$ cat config.mk
export PLATFORM = sky130hd
export DESIGN_NAME = divide_unit
export DESIGN_NICKNAME = d
export VERILOG_FILES = /design/src/rtl/divide_unit.sv
export SDC_FILE = /design/constraint.sdc
export NUM_CORES = 1
export LEC_CHECK = 0
export BUFFER_PORTS_ARGS = -buffer_cell sky130_fd_sc_hd__buf_2
export CAP_MARGIN = 10
export CORE_MARGIN = 2
export CORE_UTILIZATION = 45
export CTS_CLUSTER_SIZE = 28
export DETAILED_ROUTE_END_ITERATION = 10
export GPL_ROUTABILITY_DRIVEN = 0
export GPL_TIMING_DRIVEN = 0
export PLACE_DENSITY_LB_ADDON = 0.25
export SKIP_LAST_GASP = 1
export SLEW_MARGIN = 5
export SYNTH_ARGS = -nofsm -noshare
export SYNTH_HDL_FRONTEND = slang
export SYNTH_SLANG_ARGS = --single-unit
$ cat constraint.sdc
create_clock -name clock -period 6.2 [get_ports clock]
set_input_delay 1.24 -clock clock [delete_from_list [all_inputs] [get_ports clock]]
set_output_delay 1.24 -clock clock [all_outputs]
set_load 0.03 [all_outputs]
$ cat src/rtl/divide_unit.sv
// Iterative 32-bit restoring divider for DIV/DIVU.
// Produces one quotient bit per cycle and stalls EX until the result is ready.
module divide_unit #(
    parameter int WIDTH = 32
) (
    input  logic             clock,
    input  logic             reset,
    input  logic             op_div,
    input  logic             op_divu,
    input  logic [WIDTH-1:0] dividend,
    input  logic [WIDTH-1:0] divisor,
    input  logic             ex_flush,
    output logic [WIDTH-1:0] quotient,
    output logic [WIDTH-1:0] remainder,
    output logic             done,
    output logic             stall
);

    localparam int CW = $clog2(WIDTH);
    localparam logic [CW-1:0] LAST = CW'(WIDTH - 1);

    typedef enum logic [1:0] {
        IDLE,
        BUSY,
        DONE
    } state_t;

    state_t           state_q, state_d;
    logic [CW-1:0]    count_q, count_d;
    logic [WIDTH-1:0] part_q, part_d;
    logic [WIDTH-1:0] work_q, work_d;
    logic [WIDTH-1:0] dvs_q, dvs_d;
    logic             q_neg_q, q_neg_d;
    logic             r_neg_q, r_neg_d;
    logic [WIDTH-1:0] quotient_q, quotient_d;
    logic [WIDTH-1:0] remainder_q, remainder_d;

    logic             start;
    logic             load;
    logic [WIDTH-1:0] mag_a;
    logic [WIDTH-1:0] mag_b;
    logic [WIDTH:0]   shifted;
    logic [WIDTH:0]   diff;
    logic             ge;
    logic [WIDTH-1:0] step_rem;
    logic [WIDTH-1:0] step_work;

    assign start = (op_div | op_divu) & ~ex_flush;

    // DIV wins over DIVU, so only op_div selects signed magnitudes
    assign mag_a = (op_div & dividend[WIDTH-1]) ? -dividend : dividend;
    assign mag_b = (op_div & divisor[WIDTH-1]) ? -divisor : divisor;

    // work_q shifts dividend bits out at the top and quotient bits in at the bottom
    assign shifted   = {part_q, work_q[WIDTH-1]};
    assign diff      = shifted - {1'b0, dvs_q};
    assign ge        = shifted[WIDTH] | ~diff[WIDTH];
    assign step_rem  = ge ? diff[WIDTH-1:0] : shifted[WIDTH-1:0];
    assign step_work = {work_q[WIDTH-2:0], ge};

    always_comb begin
        state_d     = state_q;
        count_d     = count_q;
        part_d      = part_q;
        work_d      = work_q;
        dvs_d       = dvs_q;
        q_neg_d     = q_neg_q;
        r_neg_d     = r_neg_q;
        quotient_d  = quotient_q;
        remainder_d = remainder_q;
        load        = 1'b0;

        unique case (state_q)
            IDLE: begin
                if (start) begin
                    state_d = BUSY;
                    load    = 1'b1;
                end
            end
            BUSY: begin
                if (ex_flush) begin
                    state_d = IDLE;
                end else begin
                    part_d  = step_rem;
                    work_d  = step_work;
                    count_d = count_q + 1'b1;
                    if (count_q == LAST) begin
                        quotient_d  = q_neg_q ? -step_work : step_work;
                        remainder_d = r_neg_q ? -step_rem : step_rem;
                        state_d     = DONE;
                    end
                end
            end
            DONE: begin
                if (start) begin
                    state_d = BUSY;
                    load    = 1'b1;
                end else begin
                    state_d = IDLE;
                end
            end
            default: state_d = IDLE;
        endcase

        if (load) begin
            count_d = '0;
            part_d  = '0;
            work_d  = mag_a;
            dvs_d   = mag_b;
            q_neg_d = op_div & (dividend[WIDTH-1] ^ divisor[WIDTH-1]);
            r_neg_d = op_div & dividend[WIDTH-1];
        end
    end

    always_ff @(posedge clock) begin
        if (reset) begin
            state_q     <= IDLE;
            count_q     <= '0;
            part_q      <= '0;
            work_q      <= '0;
            dvs_q       <= '0;
            q_neg_q     <= 1'b0;
            r_neg_q     <= 1'b0;
            quotient_q  <= '0;
            remainder_q <= '0;
        end else begin
            state_q     <= state_d;
            count_q     <= count_d;
            part_q      <= part_d;
            work_q      <= work_d;
            dvs_q       <= dvs_d;
            q_neg_q     <= q_neg_d;
            r_neg_q     <= r_neg_d;
            quotient_q  <= quotient_d;
            remainder_q <= remainder_d;
        end
    end

    assign quotient  = quotient_q;
    assign remainder = remainder_q;
    assign done      = ~reset & ~ex_flush & (state_q == DONE);
    assign stall     = ~reset & (((state_q == IDLE) & start) | (state_q == BUSY));

endmodule

Word level (Yosys, flattened, before mapping) --
Cells that the tools add are included. W data, S select, Z words.
Word-level totals: register bits 169, latch bits 0, memory bits (writable) 0, bits in read-only memories 0, output and inout port bits 66, logic and storage cells 59, memories 0
Operators by class: add/sub/neg operators 6, multiply operators 0, divide/modulo/power cells 0, magnitude comparators 0, eq/ne operators 6, shift operators 0, multiplexer cells 15, bitwise operators 15, reductions and logical operators 8
Operators by type and width (count):
- $mux W32 | 8
- $neg A32 Y32 | 4
- $sub A33 B32 Y33 | 1
- $and A1 B1 Y1 | 8
- $mux W2 | 3
- $pmux W2 S3 | 1
- $reduce_and A2 Y1 | 3
- $add A5 B1 Y5 const B | 1
- $eq A5 B5 Y1 const B | 1
- $reduce_or A2 Y1 | 2
- $mux W1 | 3
- $ne A3 B3 Y1 const B | 1
- $not A1 Y1 | 3
- $or A1 B1 Y1 | 3
- $reduce_and A3 Y1 | 1
- $eq A2 B1 Y1 const B | 1
- $eq A2 B2 Y1 const B | 1
- $logic_not A2 Y1 | 1
- $ne A2 B1 Y1 const B | 1
- $ne A2 B2 Y1 const B | 1
- $reduce_bool A2 Y1 | 1
- $xor A1 B1 Y1 | 1

Depth between registers and ports, before layout --
Gate-level depths: netlist of the first run.
depth after elaboration 6, gate-level depth with buffers 25, depth with buffers taken out 19

Worst setup path before layout of the first run --
OpenSTA, ideal clock, no wires.
kind flip-flop to flip-flop, from register work_q[31], to register quotient_q[30], in the netlist quotient[30], library setup time 0.071 ns, data arrival time 5.116 ns, required time 6.129 ns, setup slack 1.013 ns, stages on the path, launching flop included 23, path buffers 4, cells stage by stage dfxtp_1 -> inv_1 -> ha_1 -> fa_1 -> nor2b_4 -> o31a_4 -> o21a_4 -> o211a_1 -> or2_1 -> buf_6 -> inv_1 -> clkbuf_1 -> clkbuf_1 -> ha_1 -> nand2_1 -> or3_1 -> or3_1 -> or4_1 -> clkbuf_1 -> o41ai_1 -> and3_1 -> o21ai_0 -> a21oi_1
Between the ends: longest elaborated chain between the ends 5
RTL lines:
- start: declaration | RTL line 31 | logic [WIDTH-1:0] work_q, work_d;
- start signal: assignment | RTL line 130 | work_q <= work_d;
- $sub A33 B32 Y33 | RTL line 56 | assign diff = shifted - {1'b0, dvs_q};
- $not A1 Y1 | RTL line 57 | assign ge = shifted[WIDTH] | ~diff[WIDTH];
- $or A1 B1 Y1 | RTL line 57
- $neg A32 Y32 | RTL line 88 | quotient_d = q_neg_q ? -step_work : step_work;
- $mux W32 | RTL line 88
- end signal: assignment | RTL line 134 | quotient_q <= quotient_d;
- end: declaration | RTL line 35 | logic [WIDTH-1:0] quotient_q, quotient_d;
Every way passes these cells. A chain may end at the register's enable or synchronous reset.

Final worst setup path of the first run --
from register work_q[31], to register remainder_q[28], in the netlist remainder[28]
Between the ends: longest elaborated chain between the ends 6
RTL lines:
- $sub A33 B32 Y33 | RTL line 56
- $not A1 Y1 | RTL line 57
- $or A1 B1 Y1 | RTL line 57
- $mux W32 * | RTL line 58 | assign step_rem = ge ? diff[WIDTH-1:0] : shifted[WIDTH-1:0];
- $neg A32 Y32 | RTL line 89 | remainder_d = r_neg_q ? -step_rem : step_rem;
- $mux W32 * | RTL line 89
- end signal: assignment | RTL line 135 | remainder_q <= remainder_d;
- end: declaration | RTL line 36 | logic [WIDTH-1:0] remainder_q, remainder_d;
Mark *: on every way between the ends. The rest lies on a longest branch, timed or not.

==> results of run 1 <==
## how the worst max path moves through the flow
stage | endpoint | slack [ns] | cells after the start
after floorplan | quotient[30]$_SDFFE_PP0P_ | 1.01 | 22
after CTS | remainder[22]$_SDFFE_PP0P_ | 0.03 | 24
after global routing | remainder[22]$_SDFFE_PP0P_ | 0.08 | 23
after detailed placement | quotient[30]$_SDFFE_PP0P_ | -0.27 | 21
final | remainder[28]$_SDFFE_PP0P_ | 0.30 | 23
after global placement | quotient[30]$_SDFFE_PP0P_ | -0.22 | 21
## where the power goes
group	leakage, nW	internal, W	switching [W]
registers	1.38	0.00113	0.0000527
logic	3.36	0.000382	0.000697
clock network	0.319	0.000732	0.000483
total	5.06	0.00224	0.00123
## logic make-up (layout without fill, tap and decap cells)
family          after synthesis  after routing  synth area share, %
flops                       169            169                 29.8
fa+ha+maj                    39             39                 4.37
simple gates                582            582                 23.5
buf+inv                     151            313                 5.17
xor+xnor                    125            125                 9.66
mux                          24             24                 2.21
compound gates              425            425                 25.2
## worst max-delay path: cells and delay by family, from the launching register on
family / cells / cell delay, ns
adders and majority gates: 3 / 0.96
buffers and inverters: 6 / 1.40
xor gates and xnor gates: 1 / 0.20
DFF: 1 / 0.38
AOI/OAI and AO/OA: 7 / 1.33
and+or+nand+nor: 6 / 1.49
## state kept, by name, indices dropped and copies added (netlist names)
name,count
count_q,5
part_q,32
state_q,2
work_q,32
quotient,32
remainder,32
q_neg_q,1
dvs_q,32
r_neg_q,1
## repair_timing
item | CTS | global route
buffers inserted | 0 | 4
resized for setup | 3 | 7
pin swaps | 0 | 3
hold endpoints to repair | 0 | 0
endpoints found under the setup margin | 6 | 11
## synth_stat cells, types with 27 or more instances
library cell and number:
a311oi_1 35, inv_1 54, ha_1 38, a21oi_1 101, dfxtp_1 169, a211oi_1 87
nand2_1 188, o21ai_0 74, xnor2_1 54, nor3_1 32, xor2_1 71, or3_1 27
o31ai_1 27, clkbuf_1 82, nor2_1 210
## routing by layer
layer  GRT usage (%)  routed length [um]  up-vias
li1                -                   -     5756
met1            38.5               16900     5555
met2            45.9               17200      469
met3            4.94                2780       62
met4            8.45                 896        2
met5           0.379                  13        -
## metrics by stage
step / area, um2 / hold WS [ns]
finish: 13100 / 0.450
global route: 13100 / 0.464
floorplan: 11300 / 0.440
global placement: 12400 / 0.439
detailed placement: 12400 / 0.441
CTS: 13100 / 0.450
## layout make-up
cell class / instances / area share, %
buffer: 92 / 2.81
clock buffer: 19 / 3.37
clock inverter: 12 / 1.61
inverter: 54 / 1.57
multi-input combinational: 1195 / 56.4
sequential: 169 / 25.8
tap: 330 / 3.15
timing repair buffer: 136 / 5.26
==> flow_summary_export.csv, run 1 <==
group,metric,value,unit
sta,setup_ws,0.298,ns
cells_and_area,post-route-util,52.6,%
die,start_util,45.4,%
setup_path,crit_arrival,6.21,ns
setup_path,r2r_cells,23,
synth,synthArstFlopShare,0,%
clocking,cts-htree-levels,4,
placement,placedCellCount,1977,
clocking,insertion_delay,0.44,ns
cells_and_area,final_layout_size_suffix_gt1_share,11.8,%
placement,io_buffers,132,
grt,grt_pass1_wl,59.1,mm
clocking,clock_sinks,169,
clocking,cts_hold_buf,0,
die,die_w,163,um
route,vias,11800,
setup_path,path_class,"flip-flop to flip-flop",
hold_path,hold_class,"flip-flop to flip-flop",
cells_and_area,final_nets,1773,
setup_path,critPathMaxFanout,19,
synth,syn_area,11300,um2
synth,synth_edf_count,0,
setup_path,cp_slowest_cell,"or4_1",
die,rows,58,
route,drtIter0Drc,1275,
clocking,cts_tree,"built",
sta,slew_violations,0,
sta,grt_setup_unrepaired,"false",
clocking,clock_path_buffers,2,
power_and_ir_drop,powerDensity,265,nW/um2
synth,yosys.area.top_type,"dfxtp_1",
die,die_y,163,um
die,core_area,25000,um2
sta,slew_headroom,26.4,%
grt,grt_pass1_vias,11000,
sta,finalHoldViolations,0,
cells_and_area,syn2layout_area_growth,15.8,%
sta,setup_viol,0,
cells_and_area,layoutNonFillerInstCount,2007,
route,drt-wirelength-per-cell,18.9,um
clocking,clk_pin_slew,0.07,ns
grt,overflow,0,
synth,netlist-cell-type-count,72,
setup_path,reg2reg_from,"work_q[31]$_SDFFE_PP0P_",
grt,antenna_found_initial,1,
setup_path,startpoint,"work_q[31]$_SDFFE_PP0P_",
cells_and_area,antenna_cells,0,
outcome,status,"completed",
setup_path,cp_data_required_time,6.51,ns
power_and_ir_drop,finalPower,0.00348,W
cells_and_area,final_common_cell,"nor2_1",
sta,worst-slew-pin-transition,1.09,ns
placement,preCtsSetupSlack,-0.267,ns
sta,finClkSkew,0.0140,ns
grt,grt_max_degree,18,
sta,period_needed,5.90,ns
synth,synth_top_cell_area_share,29.8,%
flow_run,maxCapViolations,0,
grt,grtUsageTotal,28.3,%
setup_path,r2r_slack,0.30,ns
synth,avgSynthCellArea,7.48,um2
synth,ys_dominant_reg_cell,"dfxtp_1",
route,drcViolationCount,0,
sta,tns,0,ns
setup_path,r2r_end,"remainder[28]$_SDFFE_PP0P_",
cells_and_area,multi_input_area,7410,um2
cells_and_area,final_cell_mix,"210 x nor2_1, 188 x nand2_1, 169 x dfxtp_1, 135 x buf_2, 101 x a21oi_1",
hold_path,whs_path_depth,2,
setup_path,cpPeakStageDelay,0.51,ns
synth,synth_area_leaders,"dfxtp_1 30%, nor2_1 7.0%, nand2_1 6.2%",
synth,yosysWarningCount,0,
route,wirelength,37.8,mm
synth,syn_inst,1515,
synth,syn_nets,1623,
die,die-area,26500,um2
sta,fmax,0.169,GHz
setup_path,crit_chain,"inv_1 -> ha_1 -> fa_1 -> nor2b_4 -> o31a_4 -> o21a_4 -> o211a_1 -> or2_1 -> buf_6 -> buf_4 -> clkbuf_4 -> buf_2 -> clkbuf_4 -> nand2_1 -> o21ai_0 -> ha_1 -> and4b_1 -> nor4b_4 -> a31oi_1 -> or4_1 -> o31ai_1 -> xor2_1 -> o21ai_0",
synth,ys_ff_latch,169,
power_and_ir_drop,vdd_drop_max,191,uV
hold_path,min_to,"remainder[16]$_SDFFE_PP0P_",
route,ant_nets,0,
cells_and_area,fillCellCount,2456,
clocking,clockRootBuffer,"clkbuf_16",
sta,post-route-period-util,95.2,%
placement,dp_hpwl,29.4,mm
synth,yosysSeqAreaShare,29.8,%
route,drt-vias-per-instance,5.90,
power_and_ir_drop,leakage,5.06,nW
clocking,cts_buffers,17,
hold_path,worstHoldStart,"remainder[16]$_SDFFE_PP0P_",
route,dr.pass1.iters,8,
die,boundaryPins,135,
setup_path,endpoint_kind,"flip-flop",
cells_and_area,regArea,3380,um2
setup_path,cp-start-kind,"flip-flop",
(Power assumes the default switching activity.)
==> run 2: changes to the inputs <==
- CTS_CLUSTER_SIZE: 28 -> 8
- REMOVE_ABC_BUFFERS: default -> 1
==> run 2 against run 1 <==
  * Register-to-register slack gained 0.02 ns
  * Clock power shrank 9%
  * Largest power group is now sequential cells
  * Global-route usage shrank 4.6 points
==> flow_summary_export.csv, run 2 (same netlist as run 1, synthesis figures left out) <==
group,metric,value,unit
outcome,status,"completed",
clocking,clockRootBuffer,"clkbuf_16",
power_and_ir_drop,vdd_drop_max,131,uV
sta,finClkSkew,0.0115,ns
placement,dp_hpwl,22.9,mm
sta,slew_headroom,26.2,%
route,drt-vias-per-instance,5.77,
setup_path,endpoint_kind,"flip-flop",
sta,slew_violations,0,
die,boundaryPins,135,
cells_and_area,final_nets,1691,
sta,worst-slew-pin-transition,1.11,ns
power_and_ir_drop,comb_power_share,30.4,%
sta,post-route-period-util,94.8,%
setup_path,critPathMaxFanout,46,
clocking,clock_sinks,169,
sta,setup_viol,0,
die,die_y,163,um
power_and_ir_drop,finalPower,0.00329,W
setup_path,cp-start-kind,"flip-flop",
grt,overflow,0,
route,drtIter0Drc,759,
route,dr.pass1.iters,7,
cells_and_area,final_layout_size_suffix_gt1_share,12.9,%
power_and_ir_drop,power_frac_clock,33.6,%
route,vias,11100,
grt,grt_pass1_vias,10400,
power_and_ir_drop,sequentialPowerShare,36.0,%
route,wirelength,31.2,mm
cells_and_area,post-route-util,51.6,%
die,start_util,45.4,%
power_and_ir_drop,p_sw_share,35.7,%
grt,antenna_found_initial,1,
die,rows,58,
die,die-area,26500,um2
sta,grt_setup_unrepaired,"false",
die,die_w,163,um
clocking,postCtsSetupRepairBufs,0,
cells_and_area,syn2layout_area_growth,13.7,%
setup_path,crit_arrival,6.25,ns
clocking,cts_buffers,17,
power_and_ir_drop,p_sw,0.00118,W
route,ant_nets,0,
grt,grt_max_degree,79,
clocking,cts_tree,"built",
power_and_ir_drop,leakage,4.96,nW
cells_and_area,final_common_cell,"nor2_1",
setup_path,cp_data_required_time,6.57,ns
placement,io_buffers,134,
sta,period_needed,5.88,ns
grt,grt_pass1_wl,51.3,mm
die,core_area,25000,um2
route,drcViolationCount,0,
flow_run,maxCapViolations,0,
hold_path,hold_class,"flip-flop to flip-flop",
sta,finalHoldViolations,0,
cells_and_area,final_cell_mix,"210 x nor2_1, 186 x nand2_1, 168 x dfxtp_1, 133 x buf_2, 101 x a21oi_1",
clocking,clk_pin_slew,0.07,ns
clocking,cts-htree-levels,4,
power_and_ir_drop,p_int,0.00212,W
power_and_ir_drop,powerDensity,256,nW/um2
route,drt-wirelength-per-cell,16.2,um
clocking,cts_hold_buf,0,
setup_path,path_class,"flip-flop to flip-flop",
clocking,clock_path_buffers,2,
sta,fmax,0.170,GHz
grt,grtUsageTotal,23.7,%
clocking,insertion_delay,0.44,ns
==> run 2: cell count changes in the layout (fill, tap and decap cells not counted), sizes merged <==
cell	change
clkbuf	-79
buf	-3
bufinv	-3
clkinvlp	+3
clkinv	+1
diode	+1
==> run 2: repair_timing <==
item,CTS,global route
resized for setup,1,1
hold endpoints to repair,0,0
endpoints found under the setup margin,2,2
==> run 2: power groups by stage <==
| stage | combinational, W | sequential, W | clock (W) |
|---|---|---|---|
| after floorplan | 0.000717 | 0.00119 | 0 |
| after global placement | 0.000958 | 0.00121 | 0 |
| after detailed placement | 0.000981 | 0.00121 | 0 |
| after CTS | 0.000991 | 0.00118 | 0.00112 |
| after global routing | 0.00111 | 0.00119 | 0.00117 |
| final | 0.00100 | 0.00119 | 0.00111 |
==> run 2: area by class of cell <==
class | count | area (um2)
timing repair buffer | 146 | 878
antenna | 1 | 2.50
multi-input combinational | 1195 | 7400
clock inverter | 13 | 161
tap | 330 | 413
fill | 2463 | 12100
sequential | 169 | 3380
clock buffer | 19 | 443
inverter | 54 | 206
==> run 2: path summary, 6_finish.rpt <==
check | start | end | slack (ns) | cells past startpoint
setup / recovery | work_q[31]$_SDFFE_PP0P_ | quotient[30]$_SDFFE_PP0P_ | 0.32 | 19
hold / removal | remainder[23]$_SDFFE_PP0P_ | remainder[23]$_SDFFE_PP0P_ | 0.45 | 2
setup reg to reg | work_q[31]$_SDFFE_PP0P_ | quotient[30]$_SDFFE_PP0P_ | 0.32 | 19
hold reg to reg | remainder[23]$_SDFFE_PP0P_ | remainder[23]$_SDFFE_PP0P_ | 0.45 | 2
==> run 2: critical path: stages (launching register included) <==
cell	delay (ns)
dfxtp_1	0.41
inv_1	0.10
ha_1	0.19
fa_1	0.28
nor2b_4	0.06
o31a_4	0.31
o21a_4	0.24
o211a_1	0.33
or2_2	0.51
buf_12	0.27
clkinvlp_4	0.37
ha_1	0.26
nand2_1	0.07
or3_1	0.35
or3_1	0.40
or4_1	0.65
o41ai_2	0.53
and3_1	0.22
o21ai_0	0.09
a21oi_1	0.14
==> run 2: stage by stage <==
stage	worst slack (ns)	hold slack, ns	cells	setup TNS [ns]	instance area, um2
after floorplan	0.431	0.434	1418	0	11000
after global placement	-1.49	0.438	1882	-97.42	12000
after detailed placement	-0.181	0.442	1893	-0.285	12300
after CTS	0.140	0.453	1925	0	12900
after global routing	0.00858	0.474	1927	0	12900
final	0.319	0.449	1927	0	12900
==> run 2: routing by layer <==
metal / track usage, % / part of all wire, % / up-vias
met5: 0 / 0 / -
met4: 9.69 / 3.1 / 0
met3: 3.13 / 3.8 / 68
met2: 39.6 / 47 / 260
met1: 31.0 / 46 / 5182
li1: - / - / 5606
==> run 3: changes to the inputs <==
- GPL_TIMING_DRIVEN: 0 -> default
==> run 3 against run 2 <==
  * Combinational power about the same
  * Register-to-register slack improved by 0.80 ns
  * Cell count decreased by 0.10%
  * Maximum frequency increased by 16%
  * Via count increased by 0.13%
  * Sequential power about the same
  * Worst setup slack improved by 0.80 ns
  * Critical path type unchanged
  * Critical endpoint is now remainder[22]$_SDFFE_PP0P_
==> flow_summary_export.csv, run 3 (same netlist as run 1, synthesis figures left out) <==
group,metric,value,unit
sta,grt_setup_unrepaired,"false",
setup_path,critPathMaxFanout,10,
placement,preCtsSetupSlack,1.18,ns
cells_and_area,fillCellCount,2517,
setup_path,cp-start-kind,"flip-flop",
clocking,cts_buffers,17,
sta,worst-slew-pin-transition,1.03,ns
setup_path,r2r_slack,1.12,ns
power_and_ir_drop,vdd_drop_max,142,uV
sta,setup_ws,1.12,ns
flow_run,maxCapViolations,0,
sta,finalHoldViolations,0,
route,drtIter0Drc,881,
clocking,clockRootBuffer,"clkbuf_16",
clocking,clk_pin_slew,0.07,ns
route,dr.pass1.iters,5,
hold_path,min_to,"remainder[14]$_SDFFE_PP0P_",
cells_and_area,final_cell_mix,"210 x nor2_1, 188 x nand2_1, 169 x dfxtp_1, 133 x buf_2, 101 x a21oi_1",
sta,slew_violations,0,
setup_path,cp_data_required_time,6.46,ns
placement,io_buffers,134,
grt,grt_max_degree,97,
placement,dp_hpwl,23.0,mm
grt,grt_pass1_wl,52.0,mm
power_and_ir_drop,powerDensity,253,nW/um2
die,start_util,45.4,%
sta,period_needed,5.08,ns
clocking,cts_hold_buf,0,
die,boundaryPins,135,
cells_and_area,antenna_cells,0,
route,drt-wirelength-per-cell,16.5,um
cells_and_area,syn2layout_area_growth,12.0,%
setup_path,endpoint_kind,"flip-flop",
power_and_ir_drop,leakage,4.89,nW
setup_path,r2r_cells,17,
setup_path,r2r_end,"remainder[22]$_SDFFE_PP0P_",
clocking,clock_sinks,169,
route,drcViolationCount,0,
hold_path,whs_path_depth,2,
grt,grtUsageTotal,24.1,%
clocking,insertion_delay,0.43,ns
sta,finClkSkew,0.0125,ns
setup_path,crit_arrival,5.34,ns
route,vias,11100,
cells_and_area,final_common_cell,"nor2_1",
route,ant_nets,0,
grt,overflow,0,
hold_path,worstHoldStart,"remainder[14]$_SDFFE_PP0P_",
die,rows,58,
die,die-area,26500,um2
clocking,clock_path_buffers,2,
die,die_y,163,um
sta,tns,0,ns
route,wirelength,31.8,mm
setup_path,path_class,"flip-flop to flip-flop",
cells_and_area,final_layout_size_suffix_gt1_share,12.5,%
setup_path,reg2reg_from,"work_q[31]$_SDFFE_PP0P_",
grt,antenna_found_initial,0,
route,drt-vias-per-instance,5.78,
sta,slew_headroom,31.2,%
sta,post-route-period-util,81.9,%
sta,setup_viol,0,
clocking,cts-htree-levels,4,
sta,fmax,0.197,GHz
clocking,cts_tree,"built",
die,core_area,25000,um2
grt,grt_pass1_vias,10400,
outcome,status,"completed",
die,die_w,163,um
hold_path,hold_class,"flip-flop to flip-flop",
clocking,cts_resized,0,
cells_and_area,final_nets,1690,
clocking,postCtsSetupRepairBufs,0,
## run 3: report_power, final
part           internal, W  total, W  switching [W]
sequential         0.00113   0.00118      0.0000497
combinational     0.000359   0.00101       0.000647
clock             0.000535   0.00102       0.000488
total              0.00202   0.00321        0.00119
## run 3: how the worst max path moves through the flow
stage	from	end	slack, ns	cells after the start
floorplan	work_q[31]$_SDFFE_PP0P_	quotient[30]$_SDFFE_PP0P_	0.43	18
global placement	work_q[31]$_SDFFE_PP0P_	quotient[30]$_SDFFE_PP0P_	1.26	18
detailed placement	work_q[31]$_SDFFE_PP0P_	quotient[30]$_SDFFE_PP0P_	1.18	18
CTS	work_q[31]$_SDFFE_PP0P_	quotient[30]$_SDFFE_PP0P_	1.16	18
global route	work_q[31]$_SDFFE_PP0P_	remainder[22]$_SDFFE_PP0P_	0.79	17
finish	work_q[31]$_SDFFE_PP0P_	remainder[22]$_SDFFE_PP0P_	1.12	17
## run 3: layer usage
metal	vias up	share of wire [%]	routed length (um)	global-route usage [%]
met4	0	3.0	943	8.69
met5	-	0	0	0
met2	299	47	14900	40.0
li1	5595	-	-	-
met1	5188	46	14600	32.2
met3	49	4.1	1320	3.13
## run 3: through the flow
stage | std cells | area, um2 | power, W | util, % | hold slack, ns
5_1_grt | 1925 | 12700 | 0.00339 | 50.9 | 0.483
3_5_place_dp | 1893 | 12100 | 0.00219 | 48.6 | 0.443
6_report | 1925 | 12700 | 0.00321 | 50.9 | 0.450
4_1_cts | 1925 | 12700 | 0.00321 | 50.9 | 0.452
2_1_floorplan | 1418 | 11000 | 0.00191 | - | 0.434
3_3_place_gp | 1893 | 12100 | 0.00218 | 48.6 | 0.440
## run 3: critical path, stage by stage (launching register included)
cell and delay (ns):
dfxtp_1 0.34, inv_1 0.07, ha_1 0.18, fa_1 0.27
nor2b_4 0.06, o31a_4 0.31, o21a_4 0.24, o211a_1 0.29
or2_2 0.40, o21ai_0 0.38, ha_1 0.32, and4b_1 0.28
nor4b_1 0.45, a31oi_1 0.22, or4_1 0.55, o21ai_0 0.23
xor2_1 0.21, a211oi_1 0.10
## run 3: layout make-up
cell class	instances	area (um2)	area share [%]
Inverter	54	203	1.60
Multi-Input combinational cell	1195	7390	58.2
Clock inverter	13	110	0.867
Timing Repair Buffer	145	756	5.95
Tap cell	330	413	3.25
Clock buffer	19	443	3.49
Sequential cell	169	3380	26.6
